<file path="src/rtl/usb_bus_pkg.sv">
// rtl/usb_bus_pkg.sv - shared constants and types for the usb_bus_master slice
//
// Holds the FSM state encoding, the default bus timing values and the
// bus/command widths used by usb_bus_master and usb_bus_phase_cnt.
package usb_bus_pkg;

  localparam int DATA_W = 8;
  localparam int ADDR_W = 8;
  localparam int LEN_W  = 16;

  localparam int DEF_SETUP_CYC   = 2;
  localparam int DEF_STROBE_CYC  = 3;
  localparam int DEF_HOLD_CYC    = 1;
  localparam int DEF_TIMEOUT_CYC = 1024;

  typedef enum logic [2:0] {
    ST_IDLE   = 3'd0,
    ST_ALE    = 3'd1,
    ST_GAP    = 3'd2,
    ST_WDATA  = 3'd3,
    ST_SETUP  = 3'd4,
    ST_STROBE = 3'd5,
    ST_HOLD   = 3'd6,
    ST_DONE   = 3'd7
  } bus_state_e;

  function automatic int max2(input int a, input int b);
    return (a > b) ? a : b;
  endfunction

  // Phase counters hold value-1, so clog2(max) bits are enough; never 0 bits.
  function automatic int cnt_width(input int max_val);
    return (max_val > 1) ? $clog2(max_val) : 1;
  endfunction

endpackage

</file>
<file path="src/rtl/usb_bus_phase_cnt.sv">
// rtl/usb_bus_phase_cnt.sv - loadable down-counter with zero flag for bus phases
//
// Ports:
//   clk, reset_n  clock and asynchronous active-low reset
//   load          load load_val this cycle (takes priority over en)
//   load_val      value loaded on entry to a phase (phase length - 1)
//   en            decrement enable; the counter stops at zero
//   zero          high while the count is zero (last cycle of the phase)
module usb_bus_phase_cnt #(
  parameter int W = 4
) (
  input  logic         clk,
  input  logic         reset_n,
  input  logic         load,
  input  logic [W-1:0] load_val,
  input  logic         en,
  output logic         zero
);

  logic [W-1:0] cnt_q;
  logic [W-1:0] cnt_d;

  always_comb begin
    cnt_d = cnt_q;
    if (load) begin
      cnt_d = load_val;
    end else if (en && (cnt_q != '0)) begin
      cnt_d = cnt_q - W'(1);
    end
  end

  always_ff @(posedge clk or negedge reset_n) begin
    if (!reset_n) begin
      cnt_q <= '0;
    end else begin
      cnt_q <= cnt_d;
    end
  end

  assign zero = (cnt_q == '0);

endmodule

</file>
<file path="src/rtl/usb_bus_master.sv">
// rtl/usb_bus_master.sv - host-side initiator for the 8-bit SAM3U/FPGA register bus
//
// Issues an address phase (ALEn) followed by an N-byte read or write burst
// with programmable setup/strobe/hold timing. Optional feature macro:
// USBBUS_WDATA_TIMEOUT_EN aborts a write burst when write data starves.
//
// Ports:
//   clk, reset_n                       clock, asynchronous active-low reset
//   cmd_valid/cmd_ready, cmd_write,
//   cmd_addr, cmd_len                  command handshake and fields
//   wdata_valid/wdata_ready, wdata     write byte stream
//   rdata_valid, rdata                 read byte stream (no backpressure)
//   done, err                          completion / abort pulses
//   bus_addr, bus_dout, bus_doe,
//   bus_din                            bus address and data lines
//   bus_alen, bus_cen, bus_rdn, bus_wrn  active-low bus strobes
module usb_bus_master
  import usb_bus_pkg::*;
#(
  parameter int SETUP_CYC   = DEF_SETUP_CYC,
  parameter int STROBE_CYC  = DEF_STROBE_CYC,
  parameter int HOLD_CYC    = DEF_HOLD_CYC,
  parameter int TIMEOUT_CYC = DEF_TIMEOUT_CYC
) (
  input  logic              clk,
  input  logic              reset_n,
  input  logic              cmd_valid,
  output logic              cmd_ready,
  input  logic              cmd_write,
  input  logic [ADDR_W-1:0] cmd_addr,
  input  logic [LEN_W-1:0]  cmd_len,
  input  logic              wdata_valid,
  output logic              wdata_ready,
  input  logic [DATA_W-1:0] wdata,
  output logic              rdata_valid,
  output logic [DATA_W-1:0] rdata,
  output logic              done,
  output logic              err,
  output logic [ADDR_W-1:0] bus_addr,
  output logic [DATA_W-1:0] bus_dout,
  output logic              bus_doe,
  input  logic [DATA_W-1:0] bus_din,
  output logic              bus_alen,
  output logic              bus_cen,
  output logic              bus_rdn,
  output logic              bus_wrn
);

  localparam int CNT_MAX = max2(max2(SETUP_CYC, STROBE_CYC), max2(HOLD_CYC, TIMEOUT_CYC));
  localparam int CNT_W   = cnt_width(CNT_MAX);

  bus_state_e        state_q, state_d;
  logic              wr_q, wr_d;
  logic [LEN_W-1:0]  rem_q, rem_d;
  logic [ADDR_W-1:0] addr_q, addr_d;
  logic [DATA_W-1:0] dout_q, dout_d;
  logic              doe_q, doe_d;
  logic              alen_q, alen_d;
  logic              cen_q, cen_d;
  logic              rdn_q, rdn_d;
  logic              wrn_q, wrn_d;
  logic              cmd_ready_q, cmd_ready_d;
  logic              wdata_ready_q, wdata_ready_d;
  logic              rdata_valid_q, rdata_valid_d;
  logic [DATA_W-1:0] rdata_q, rdata_d;
  logic              done_q, done_d;

  logic              cnt_load;
  logic [CNT_W-1:0]  cnt_load_val;
  logic              cnt_en;
  logic              cnt_zero;

`ifdef USBBUS_WDATA_TIMEOUT_EN
  logic              err_q, err_d;
`endif

  // Next-state and datapath updates.
  always_comb begin
    state_d       = state_q;
    wr_d          = wr_q;
    rem_d         = rem_q;
    addr_d        = addr_q;
    dout_d        = dout_q;
    rdata_d       = rdata_q;
    rdata_valid_d = 1'b0;
`ifdef USBBUS_WDATA_TIMEOUT_EN
    err_d         = 1'b0;
`endif
    case (state_q)
      ST_IDLE: begin
        if (cmd_valid && cmd_ready_q) begin
          wr_d    = cmd_write;
          addr_d  = cmd_addr;
          rem_d   = cmd_len;
          state_d = (cmd_len == '0) ? ST_DONE : ST_ALE;
        end
      end
      ST_ALE: begin
        if (cnt_zero) state_d = ST_GAP;
      end
      ST_GAP: begin
        state_d = wr_q ? ST_WDATA : ST_SETUP;
      end
      ST_WDATA: begin
        if (wdata_valid) begin
          dout_d  = wdata;
          state_d = ST_SETUP;
        end
`ifdef USBBUS_WDATA_TIMEOUT_EN
        else if (cnt_zero) begin
          // Starved: abort; bytes already strobed stay written.
          err_d   = 1'b1;
          state_d = ST_DONE;
        end
`endif
      end
      ST_SETUP: begin
        if (cnt_zero) state_d = ST_STROBE;
      end
      ST_STROBE: begin
        if (cnt_zero) begin
          state_d = ST_HOLD;
          if (!wr_q) begin
            rdata_d       = bus_din;
            rdata_valid_d = 1'b1;
          end
        end
      end
      ST_HOLD: begin
        if (cnt_zero) begin
          rem_d = rem_q - LEN_W'(1);
          if (rem_q == LEN_W'(1)) begin
            state_d = ST_DONE;
          end else begin
            state_d = wr_q ? ST_WDATA : ST_SETUP;
          end
        end
      end
      ST_DONE: begin
        state_d = ST_IDLE;
      end
      default: begin
        state_d = ST_IDLE;
      end
    endcase
  end

  // Bus outputs are registered from the next state so each pin changes on
  // the same edge as the phase it belongs to.
  always_comb begin
    alen_d        = (state_d != ST_ALE);
    cen_d         = (state_d == ST_IDLE) || (state_d == ST_DONE);
    rdn_d         = !((state_d == ST_STROBE) && !wr_d);
    wrn_d         = !((state_d == ST_STROBE) && wr_d);
    doe_d         = wr_d && ((state_d == ST_SETUP) || (state_d == ST_STROBE) ||
                             (state_d == ST_HOLD));
    cmd_ready_d   = (state_d == ST_IDLE);
    wdata_ready_d = (state_d == ST_WDATA);
    done_d        = (state_d == ST_DONE);
  end

  // One shared counter: reloaded on every phase change with that phase's length - 1.
  always_comb begin
    cnt_load     = (state_d != state_q);
    cnt_en       = !((state_q == ST_WDATA) && wdata_valid);
    cnt_load_val = '0;
    case (state_d)
      ST_ALE:    cnt_load_val = CNT_W'(STROBE_CYC - 1);
      ST_SETUP:  cnt_load_val = CNT_W'(SETUP_CYC - 1);
      ST_STROBE: cnt_load_val = CNT_W'(STROBE_CYC - 1);
      ST_HOLD:   cnt_load_val = CNT_W'(HOLD_CYC - 1);
`ifdef USBBUS_WDATA_TIMEOUT_EN
      ST_WDATA:  cnt_load_val = CNT_W'(TIMEOUT_CYC - 1);
`endif
      default:   cnt_load_val = '0;
    endcase
  end

  usb_bus_phase_cnt #(
    .W (CNT_W)
  ) u_phase_cnt (
    .clk      (clk),
    .reset_n  (reset_n),
    .load     (cnt_load),
    .load_val (cnt_load_val),
    .en       (cnt_en),
    .zero     (cnt_zero)
  );

  always_ff @(posedge clk or negedge reset_n) begin
    if (!reset_n) begin
      state_q       <= ST_IDLE;
      wr_q          <= 1'b0;
      rem_q         <= '0;
      addr_q        <= '0;
      dout_q        <= '0;
      doe_q         <= 1'b0;
      alen_q        <= 1'b1;
      cen_q         <= 1'b1;
      rdn_q         <= 1'b1;
      wrn_q         <= 1'b1;
      cmd_ready_q   <= 1'b0;
      wdata_ready_q <= 1'b0;
      rdata_valid_q <= 1'b0;
      rdata_q       <= '0;
      done_q        <= 1'b0;
    end else begin
      state_q       <= state_d;
      wr_q          <= wr_d;
      rem_q         <= rem_d;
      addr_q        <= addr_d;
      dout_q        <= dout_d;
      doe_q         <= doe_d;
      alen_q        <= alen_d;
      cen_q         <= cen_d;
      rdn_q         <= rdn_d;
      wrn_q         <= wrn_d;
      cmd_ready_q   <= cmd_ready_d;
      wdata_ready_q <= wdata_ready_d;
      rdata_valid_q <= rdata_valid_d;
      rdata_q       <= rdata_d;
      done_q        <= done_d;
    end
  end

`ifdef USBBUS_WDATA_TIMEOUT_EN
  always_ff @(posedge clk or negedge reset_n) begin
    if (!reset_n) begin
      err_q <= 1'b0;
    end else begin
      err_q <= err_d;
    end
  end
  assign err = err_q;
`else
  assign err = 1'b0;
`endif

  assign cmd_ready   = cmd_ready_q;
  assign wdata_ready = wdata_ready_q;
  assign rdata_valid = rdata_valid_q;
  assign rdata       = rdata_q;
  assign done        = done_q;
  assign bus_addr    = addr_q;
  assign bus_dout    = dout_q;
  assign bus_doe     = doe_q;
  assign bus_alen    = alen_q;
  assign bus_cen     = cen_q;
  assign bus_rdn     = rdn_q;
  assign bus_wrn     = wrn_q;

endmodule

</file>
<file path="config.mk">
export PLATFORM = sky130hd
export DESIGN_NAME = usb_bus_master
export DESIGN_NICKNAME = d
export VERILOG_FILES = /design/src/rtl/usb_bus_pkg.sv /design/src/rtl/usb_bus_phase_cnt.sv /design/src/rtl/usb_bus_master.sv
export SDC_FILE = /design/constraint.sdc
export NUM_CORES = 1
export LEC_CHECK = 0
export ABC_CLOCK_PERIOD_IN_PS = 6400
export CORE_MARGIN = 8
export CORE_UTILIZATION = 53
export DETAILED_ROUTE_END_ITERATION = 8
export PLACE_DENSITY = 0.91
export SLEW_MARGIN = 20
export SYNTH_ARGS = -nofsm -noshare
export SYNTH_HDL_FRONTEND = slang
export SYNTH_SLANG_ARGS = --single-unit
</file>
<file path="constraint.sdc">
create_clock -name clk -period 6.4 [get_ports clk]
set_input_delay 0.96 -clock clk [delete_from_list [all_inputs] [get_ports clk]]
set_output_delay 0.96 -clock clk [all_outputs]
set_load 0.02 [all_outputs]
</file>
==> impl_metrics.py, run 1 <==
metrics = {
    "run_status": {
        "status": "finished, final reports clean",
    },
    "clock_network": {
        "max-clock-path-buffers": 2,
        "clockRootBuffer": "clkbuf_8",
        "cts_tree": "built",
        "cts_resized": 0,
        "clock_sinks": 63,
        "clk_latency_ns": 0.34,
        "htreeDepth": 3,
        "numCtsBuffers": 9,
        "hold_buffers": 0,
        "post_cts_buffers": 0,
        "clk_pin_slew_ns": 0.07,
    },
    "layout": {
        "fin_util_pct": 71.1,
        "num-nets-final": 442,
        "drive_above_1_share_pct": 14.5,
        "num-fill-cells": 418,
        "syn2layout_area_growth_pct": 30.5,
        "final_area_um2": 4160,
        "n_antenna_cell": 0,
        "final_cells": 474,
        "multi_input_area_um2": 1490,
        "regArea_um2": 1580,
    },
    "flow_run": {
        "maxCapViolCount": 0,
    },
    "synth": {
        "synth_area_leaders": "dfrtp_1 (46%), mux2_2 (8.8%), nor2_1 (4.1%)",
        "yosys_most_used_dff": "dfrtp_1",
        "synthTopCellsByCount": "dfrtp_1 (59), nor2_1 (35), nand2_1 (26), mux2_2 (25)",
        "syn_nets": 369,
        "synth-seq-cells": 63,
        "synth_edf_count": 0,
        "synth_seq_area_share_pct": 49.6,
        "synth_cells": 321,
        "synth_warnings": 0,
        "yosysMostFrequentCell": "dfrtp_1",
        "netlist.area_leader.share_pct": 46.3,
        "syn-cell-area_um2": 3190,
        "async_reset_ff_share_pct": 100,
        "avgSynthCellArea_um2": 9.93,
        "yosysTopAreaCell": "dfrtp_1",
        "yosysUniqueCellTypes": 53,
    },
    "global_routing": {
        "grt_antenna_before_repair": 0,
        "grt_pass1_vias": 2743,
        "grt_pass1_wl_mm": 13.0,
        "track_usage_pct": 18.7,
        "grt_max_degree": 64,
        "gr-total-overflow": 0,
    },
    "critical_path": {
        "cp.arrival_ns": 3.21,
        "start_kind": "input port",
        "path_max_fanout": 13,
        "crit_type": "in -> reg",
        "required_ns": 6.64,
        "crit_path_end_kind": "register",
    },
    "floorplanning": {
        "chipWidth_um": 93.5,
        "core_area_um2": 5850,
        "rows": 28,
        "num_io_pins": 79,
        "die_h_um": 93.5,
        "dieArea_um2": 8750,
        "start_util_pct": 54.5,
    },
    "pwr": {
        "power_leakage_nw": 1.79,
        "vdd_drop_max_mv": 0.157,
        "power_density_nw_per_um2": 182,
    },
    "drt": {
        "via_count": 2695,
        "via_per_inst": 5.69,
        "firstDrtPassIters": 5,
        "ant_nets": 0,
        "routedWlPerCell_um": 16.2,
        "wirelength_mm": 7.67,
        "first_iter_violations": 222,
        "post-route-drc-count": 0,
    },
    "placed_design": {
        "place_inst": 458,
        "gp_congestion": 0.880,
        "dp.final_hpwl_mm": 5.71,
        "placed_cell_area_um2": 3980,
        "port_buffers": 77,
    },
    "timing": {
        "skew_ns": 0.0106,
        "setup_viol": 0,
        "slew_viol_final": 0,
        "worstMarginPinSlew_ns": 0.845,
        "fin_crit_sh_pct": 46.3,
        "slew_headroom_pct": 43.6,
        "holdWs_ns": 0.504,
        "grt_setup_unrepaired": "no",
        "fin_crit_ns": 2.97,
        "finalSetupTns_ns": 0,
        "finalHoldViolCount": 0,
        "max_freq_ghz": 0.337,
    },
    "min_path": {
        "holdCritPathClass": "reg -> reg",
    },
}
[per-layer routing]
| layer | share of wire, % | track usage, % |
|---|---|---|
| met2 | 50 | 29.8 |
| met4 | 2.0 | 8.98 |
| met3 | 7.6 | 5.37 |
| met1 | 41 | 22.7 |
| met5 | 0 | 0 |
[power breakdown]
part           internal, mW  switching [mW]  total (mW)
Sequential            0.401         0.00126       0.402
Combinational        0.0300          0.0190      0.0490
Clock                 0.150           0.155       0.305
[path summary, 6_finish.rpt]
path / startpoint / endpoint / slack [ns] / cells after the start
worst max register to register: state_q[0]$_DFF_PN0_ / u_phase_cnt.cnt_q[0]$_DFFE_PN0P_ / 3.61 / 7
worst min register to register: bus_dout[5]$_DFFE_PN0P_ / bus_dout[5]$_DFFE_PN0P_ / 0.50 / 1
max in group asynchronous: reset_n / rem_q[13]$_DFFE_PN0P_ / 5.11 / 2
worst max-delay path: cmd_valid / u_phase_cnt.cnt_q[0]$_DFFE_PN0P_ / 3.43 / 7
min in group asynchronous: reset_n / rem_q[5]$_DFFE_PN0P_ / 0.75 / 2
worst min-delay path: bus_dout[5]$_DFFE_PN0P_ / bus_dout[5]$_DFFE_PN0P_ / 0.50 / 1
[through the flow]
step                power [mW]  setup WS, ns
global placement         0.458          3.16
CTS                      0.761          3.45
floorplan                0.417          3.91
finish                   0.756          3.43
global route             0.786          3.22
detailed placement       0.460          3.09
[cells by family after synthesis]
group | share of synthesized area, %
adders and majority gates | 1.18
buffers and inverters | 3.49
muxes | 9.15
AOI/OAI and AO/OA | 13.4
DFF | 49.6
and+or+nand+nor | 20.6
xor gates and xnor gates | 2.47
other | 0.118
[layout make-up]
cell class | count | area share, %
inverters | 9 | 0.812
clock buffers | 11 | 3.40
repair buffers | 79 | 18.8
well taps | 75 | 2.26
clock inverters | 5 | 0.812
multi-input cells | 232 | 35.9
flip-flops and latches | 63 | 38.0
[worst max-delay path, cell delays in order]
cell	delay, ns
clkdlybuf4s50_1	0.42
and3_1	0.35
nor2b_1	0.22
or3b_2	0.44
a311oi_1	0.43
o21ai_2	0.23
o32ai_1	0.15
[sequential cells by signal, indices dropped and copies added (netlist names), 3 cells and up]
name / cells
rdata: 8
state_q: 3
rem_q: 16
bus_addr: 8
u_phase_cnt.cnt_q: 10
bus_dout: 8
[layout by cell type, fill, tap and decap left out, types with 9 or more instances in the layout]
cell,netlist,final
nor2_1,35,35
o21ai_0,22,22
nor3_1,13,13
clkdlybuf4s50_1,0,76
a21oi_1,22,22
dfrtp_1,59,59
nand2_1,26,26
clkbuf_8,0,10
inv_1,9,9
mux2_2,25,25
Note: power is estimated with default switching activity, not from simulation.
==> run 2: changes to the inputs <==
- ABC_CLOCK_PERIOD_IN_PS: 6400 -> 2850
- CORE_UTILIZATION: 53 -> 49
- PLACE_DENSITY: 0.91 -> 0.86
- clock period: 6.4 -> 2.85 ns (I/O delays scaled with it)
==> run 2 against run 1 <==
Clock skew up 0.0010 ns; sequential power is 120% higher; clock power is 120% higher; critical path depth increased by 2; sequential share of layout area down 0.78 points; worst setup slack got worse by 3.3 ns; critical path type is now reg -> reg; critical endpoint is now bus_cen$_DFF_PN1_; highest routed layer unchanged.
==> impl_metrics.py, run 2 (same netlist as run 1, synthesis figures left out) <==
metrics = {
    "pwr": {
        "swShare_pct": 22.5,
        "p_int_mw": 1.31,
        "p_clk_share_pct": 39.7,
        "p_switching_mw": 0.380,
        "combPwrFrac_pct": 6.8,
        "p_seq_share_pct": 53.5,
        "power_mw": 1.69,
        "vdd_drop_max_mv": 0.356,
        "power_density_nw_per_um2": 397,
        "power_leakage_nw": 1.84,
    },
    "layout": {
        "largestRegisters": "rem_q x16, u_phase_cnt.cnt_q x10",
        "drive_above_1_share_pct": 16.6,
        "layout_common_cells": "clkdlybuf4s50_1 (76), dfrtp_1 (59), nor2_1 (35)",
        "num-fill-cells": 510,
        "syn2layout_area_growth_pct": 33.3,
        "layout_commonest_cell": "clkdlybuf4s50_1",
        "largest_register_ffs": 16,
        "final_area_um2": 4250,
        "n_antenna_cell": 0,
        "fin_util_pct": 67.3,
        "regArea_um2": 1580,
        "largest_register": "rem_q",
        "multi_input_area_um2": 1490,
        "num-nets-final": 453,
    },
    "critical_path": {
        "r2r-start": "u_phase_cnt.cnt_q[0]$_DFFE_PN0P_",
        "r2r-end": "bus_cen$_DFF_PN1_",
        "crit_type": "reg -> reg",
        "r2r_setup_slack_ns": 0.16,
        "path_max_fanout": 6,
        "cp.arrival_ns": 2.95,
        "required_ns": 3.11,
        "start_kind": "register",
        "crit_path_end_kind": "register",
        "reg2reg_depth": 9,
    },
    "min_path": {
        "holdCritPathClass": "reg -> reg",
        "hold_end": "rdata[5]$_DFFE_PN0P_",
        "holdPathStages": 1,
        "min_from": "rdata[5]$_DFFE_PN0P_",
    },
    "timing": {
        "max_freq_ghz": 0.372,
        "fin_crit_sh_pct": 94.4,
        "finalHoldViolCount": 0,
        "finalSetupTns_ns": 0,
        "grt_setup_unrepaired": "no",
        "fin_crit_ns": 2.69,
        "worst_slack_ns": 0.161,
        "skew_ns": 0.0116,
        "worstMarginPinSlew_ns": 0.600,
        "setup_viol": 0,
        "slew_viol_final": 0,
        "slew_headroom_pct": 59.9,
    },
    "floorplanning": {
        "die_h_um": 96.6,
        "rows": 29,
        "num_io_pins": 79,
        "dieArea_um2": 9340,
        "start_util_pct": 50.5,
        "core_area_um2": 6310,
        "chipWidth_um": 96.6,
    },
    "global_routing": {
        "grt_pass1_wl_mm": 13.6,
        "grt_max_degree": 29,
        "gr-total-overflow": 0,
        "grt_pass1_vias": 2852,
        "grt_antenna_before_repair": 0,
        "track_usage_pct": 17.2,
    },
    "drt": {
        "firstDrtPassIters": 5,
        "post-route-drc-count": 0,
        "first_iter_violations": 268,
        "via_count": 2805,
        "via_per_inst": 5.76,
        "wirelength_mm": 8.09,
        "routedWlPerCell_um": 16.6,
        "ant_nets": 0,
    },
    "clock_network": {
        "clock_sinks": 63,
        "hold_buffers": 1,
        "cts_resized": 0,
        "clk_pin_slew_ns": 0.07,
        "max-clock-path-buffers": 2,
        "clockRootBuffer": "clkbuf_8",
        "numCtsBuffers": 9,
        "post_cts_buffers": 0,
        "cts_tree": "built",
        "clk_latency_ns": 0.32,
        "htreeDepth": 3,
    },
    "run_status": {
        "status": "finished, final reports clean",
    },
    "placed_design": {
        "pre_cts_slack_ns": 0.201,
        "dp.final_hpwl_mm": 6.17,
        "placed_cell_area_um2": 4060,
        "gp_congestion": 0.897,
        "port_buffers": 77,
    },
    "flow_run": {
        "maxCapViolCount": 0,
    },
}
-- run 2: cell count changes in the layout (fill, tap and decap cells not counted), sizes merged --
cell and delta:
buf +10, dlygate4sd3 +1
-- run 2: cell type report --
cell class | count | area share, %
tap | 77 | 2.27
clock buffer | 11 | 3.33
timing repair buffer | 90 | 20.4
sequential | 63 | 37.2
inverter | 9 | 0.796
clock inverter | 5 | 0.796
multi-input combinational | 232 | 35.2
-- run 2: per-layer routing --
metal / routed length (µm) / global-route usage, %
met1: 3200 / 19.9
met2: 4120 / 28.9
met3: 663 / 5.41
met4: 106 / 6.39
met5: 0 / 0
-- run 2: worst max path at each step --
stage / from / end / slack [ns] / depth (start not counted)
4_1_cts: u_phase_cnt.cnt_q[0]$_DFFE_PN0P_ / bus_cen$_DFF_PN1_ / 0.15 / 9
3_5_place_dp: u_phase_cnt.cnt_q[0]$_DFFE_PN0P_ / bus_cen$_DFF_PN1_ / 0.20 / 9
6_report: u_phase_cnt.cnt_q[0]$_DFFE_PN0P_ / bus_cen$_DFF_PN1_ / 0.16 / 9
5_1_grt: u_phase_cnt.cnt_q[0]$_DFFE_PN0P_ / bus_cen$_DFF_PN1_ / 0.02 / 9
3_3_place_gp: u_phase_cnt.cnt_q[0]$_DFFE_PN0P_ / bus_cen$_DFF_PN1_ / 0.21 / 9
2_1_floorplan: u_phase_cnt.cnt_q[0]$_DFFE_PN0P_ / rdata[0]$_DFFE_PN0P_ / 0.36 / 7
-- run 2: per-stage QoR --
stage               cells  hold WS [ns]
floorplan             321         0.132
CTS                   487         0.512
finish                487         0.506
global route          487         0.521
detailed placement    470         0.353
global placement      470         0.348
-- run 2: power groups by stage --
| stage | clock (mW) | sequential [mW] | combinational (mW) |
|---|---|---|---|
| final | 0.670 | 0.903 | 0.114 |
| after global routing | 0.735 | 0.903 | 0.123 |
| after CTS | 0.686 | 0.903 | 0.116 |
| after global placement | 0 | 0.919 | 0.112 |
| after floorplan | 0 | 0.927 | 0.00853 |
| after detailed placement | 0 | 0.919 | 0.114 |
-- run 2: critical path, stage by stage (launching register included) --
cell and delay, ns:
dfrtp_1 0.38, inv_1 0.09, ha_1 0.17, or4b_1 0.51, or3_1 0.53, a211oi_4 0.24, o21ai_2 0.11, o21a_1 0.26
nor3_2 0.22, or2_1 0.13
==> run 3: changes to the inputs <==
- ABC_CLOCK_PERIOD_IN_PS: 2850 -> 2600
- CORE_UTILIZATION: 49 -> 35
- PLACE_DENSITY: 0.86 -> 0.66
- clock period: 2.85 -> 2.6 ns (I/O delays scaled with it)
==> run 3 against run 2 <==
Maximum frequency grew 8.7%; die area grew 33%; utilization shrank 18 points; critical path depth shrank 1; total power grew 19%; via count shrank 1.4%; design area grew 4.7%; worst setup slack lost 0.035 ns; global-route usage shrank 4.0 points; clock-buffer cell count grew 2; largest cell class unchanged; highest routed layer unchanged.
==> impl_metrics.py, run 3 (same netlist as run 1, synthesis figures left out) <==
metrics = {
    "layout": {
        "largest_register": "rem_q",
        "largestRegisters": "rem_q x16, u_phase_cnt.cnt_q x10",
        "regArea_um2": 1580,
        "fin_util_pct": 49.3,
        "largest_register_ffs": 16,
        "num-fill-cells": 848,
        "multi_input_area_um2": 1510,
        "syn2layout_area_growth_pct": 39.5,
        "layout_common_cells": "clkdlybuf4s50_1 (76), dfrtp_1 (59), nor2_1 (35)",
        "num-nets-final": 466,
        "layout_commonest_cell": "clkdlybuf4s50_1",
        "drive_above_1_share_pct": 20.1,
        "n_antenna_cell": 0,
        "final_area_um2": 4440,
    },
    "clock_network": {
        "numCtsBuffers": 9,
        "max-clock-path-buffers": 2,
        "clk_pin_slew_ns": 0.07,
        "post_cts_buffers": 0,
        "clk_latency_ns": 0.34,
        "cts_tree": "built",
        "htreeDepth": 3,
        "clockRootBuffer": "clkbuf_8",
        "clock_sinks": 63,
    },
    "floorplanning": {
        "dieArea_um2": 12400,
        "rows": 35,
        "core_area_um2": 9020,
        "start_util_pct": 35.3,
        "chipWidth_um": 111,
        "num_io_pins": 79,
        "die_h_um": 111,
    },
    "global_routing": {
        "grt_max_degree": 64,
        "grt_antenna_before_repair": 0,
        "gr-total-overflow": 0,
        "grt_pass1_vias": 2846,
        "grt_pass1_wl_mm": 13.7,
        "track_usage_pct": 13.1,
    },
    "timing": {
        "slew_viol_final": 0,
        "finalSetupTns_ns": 0,
        "fin_crit_ns": 2.47,
        "worstMarginPinSlew_ns": 0.499,
        "finalHoldViolCount": 0,
        "fin_crit_sh_pct": 95.1,
        "skew_ns": 0.00850,
        "slew_headroom_pct": 66.5,
        "grt_setup_unrepaired": "no",
        "max_freq_ghz": 0.404,
        "setup_viol": 0,
        "worst_slack_ns": 0.127,
    },
    "drt": {
        "wirelength_mm": 8.02,
        "ant_nets": 0,
        "first_iter_violations": 150,
        "via_count": 2767,
        "via_per_inst": 5.18,
        "post-route-drc-count": 0,
        "routedWlPerCell_um": 15.0,
        "firstDrtPassIters": 7,
    },
    "placed_design": {
        "port_buffers": 77,
        "gp_congestion": 0.881,
        "placed_cell_area_um2": 4220,
        "pre_cts_slack_ns": 0.0744,
        "dp.final_hpwl_mm": 5.98,
    },
    "critical_path": {
        "crit_path_end_kind": "register",
        "cp.arrival_ns": 2.71,
        "required_ns": 2.84,
        "path_max_fanout": 6,
        "crit_type": "reg -> reg",
        "start_kind": "register",
    },
    "run_status": {
        "status": "finished, final reports clean",
    },
    "pwr": {
        "power_leakage_nw": 1.94,
        "power_density_nw_per_um2": 451,
        "power_mw": 2.00,
        "vdd_drop_max_mv": 0.230,
    },
    "flow_run": {
        "maxCapViolCount": 0,
    },
    "min_path": {
        "holdCritPathClass": "in -> async",
    },
}
[run 3: worst max-delay path, cell delays in order (launching register included)]
cell and delay (ns):
dfrtp_1 0.37, inv_1 0.09, ha_1 0.17, or4b_1 0.47
or3_4 0.42, a211oi_4 0.19, o21ai_2 0.11, o22a_2 0.30
o32ai_1 0.27
[run 3: path summary, 6_finish.rpt]
check                      slack, ns  depth (start not counted)                          endpoint                              from
hold / removal                  0.07                          2  u_phase_cnt.cnt_q[5]$_DFFE_PN0P_                           reset_n
min in group clk                0.51                          1           bus_dout[0]$_DFFE_PN0P_           bus_dout[0]$_DFFE_PN0P_
setup / recovery                0.13                          8  u_phase_cnt.cnt_q[0]$_DFFE_PN0P_  u_phase_cnt.cnt_q[0]$_DFFE_PN0P_
setup reg to reg                0.13                          8  u_phase_cnt.cnt_q[0]$_DFFE_PN0P_  u_phase_cnt.cnt_q[0]$_DFFE_PN0P_
hold reg to reg                 0.51                          1           bus_dout[0]$_DFFE_PN0P_           bus_dout[0]$_DFFE_PN0P_
max in group asynchronous       2.22                          2                 bus_cen$_DFF_PN1_                           reset_n
[run 3: routing by layer]
| metal | up-vias | GRT usage, % | share of wire, % |
|---|---|---|---|
| li1 | 1338 | - | - |
| met1 | 1331 | 14.7 | 40 |
| met2 | 77 | 21.9 | 51 |
| met3 | 21 | 5.54 | 7.4 |
| met4 | 0 | 4.62 | 2.2 |
| met5 | - | 0 | 0 |
[run 3: final cells by class]
type                    count  share of cell area, %
repair buffers            103                   21.9
multi-input cells         232                   33.9
inverters                   9                  0.760
clock inverters             3                  0.901
flip-flops and latches     63                   35.6
well taps                 111                   3.12
clock buffers              13                   3.80
[run 3: metrics by stage]
step | std cells | hold WS [ns]
after global placement | 518 | 0.432
after detailed placement | 518 | 0.434
after global routing | 534 | 0.0881
after floorplan | 321 | 0.0944
after CTS | 534 | 0.0706
final | 534 | 0.0664
[run 3: report_power, final]
group,internal [mW],switching (mW)
Sequential,0.987,0.00309
Clock,0.519,0.364
Combinational,0.0814,0.0490
[run 3: what timing repair did]
action | 4_1_cts | 5_1_grt
hold buffers | 0 | 0
setup endpoints to repair | 0 | 19
hold endpoints to repair | 0 | 0
gates resized for setup | 0 | 3
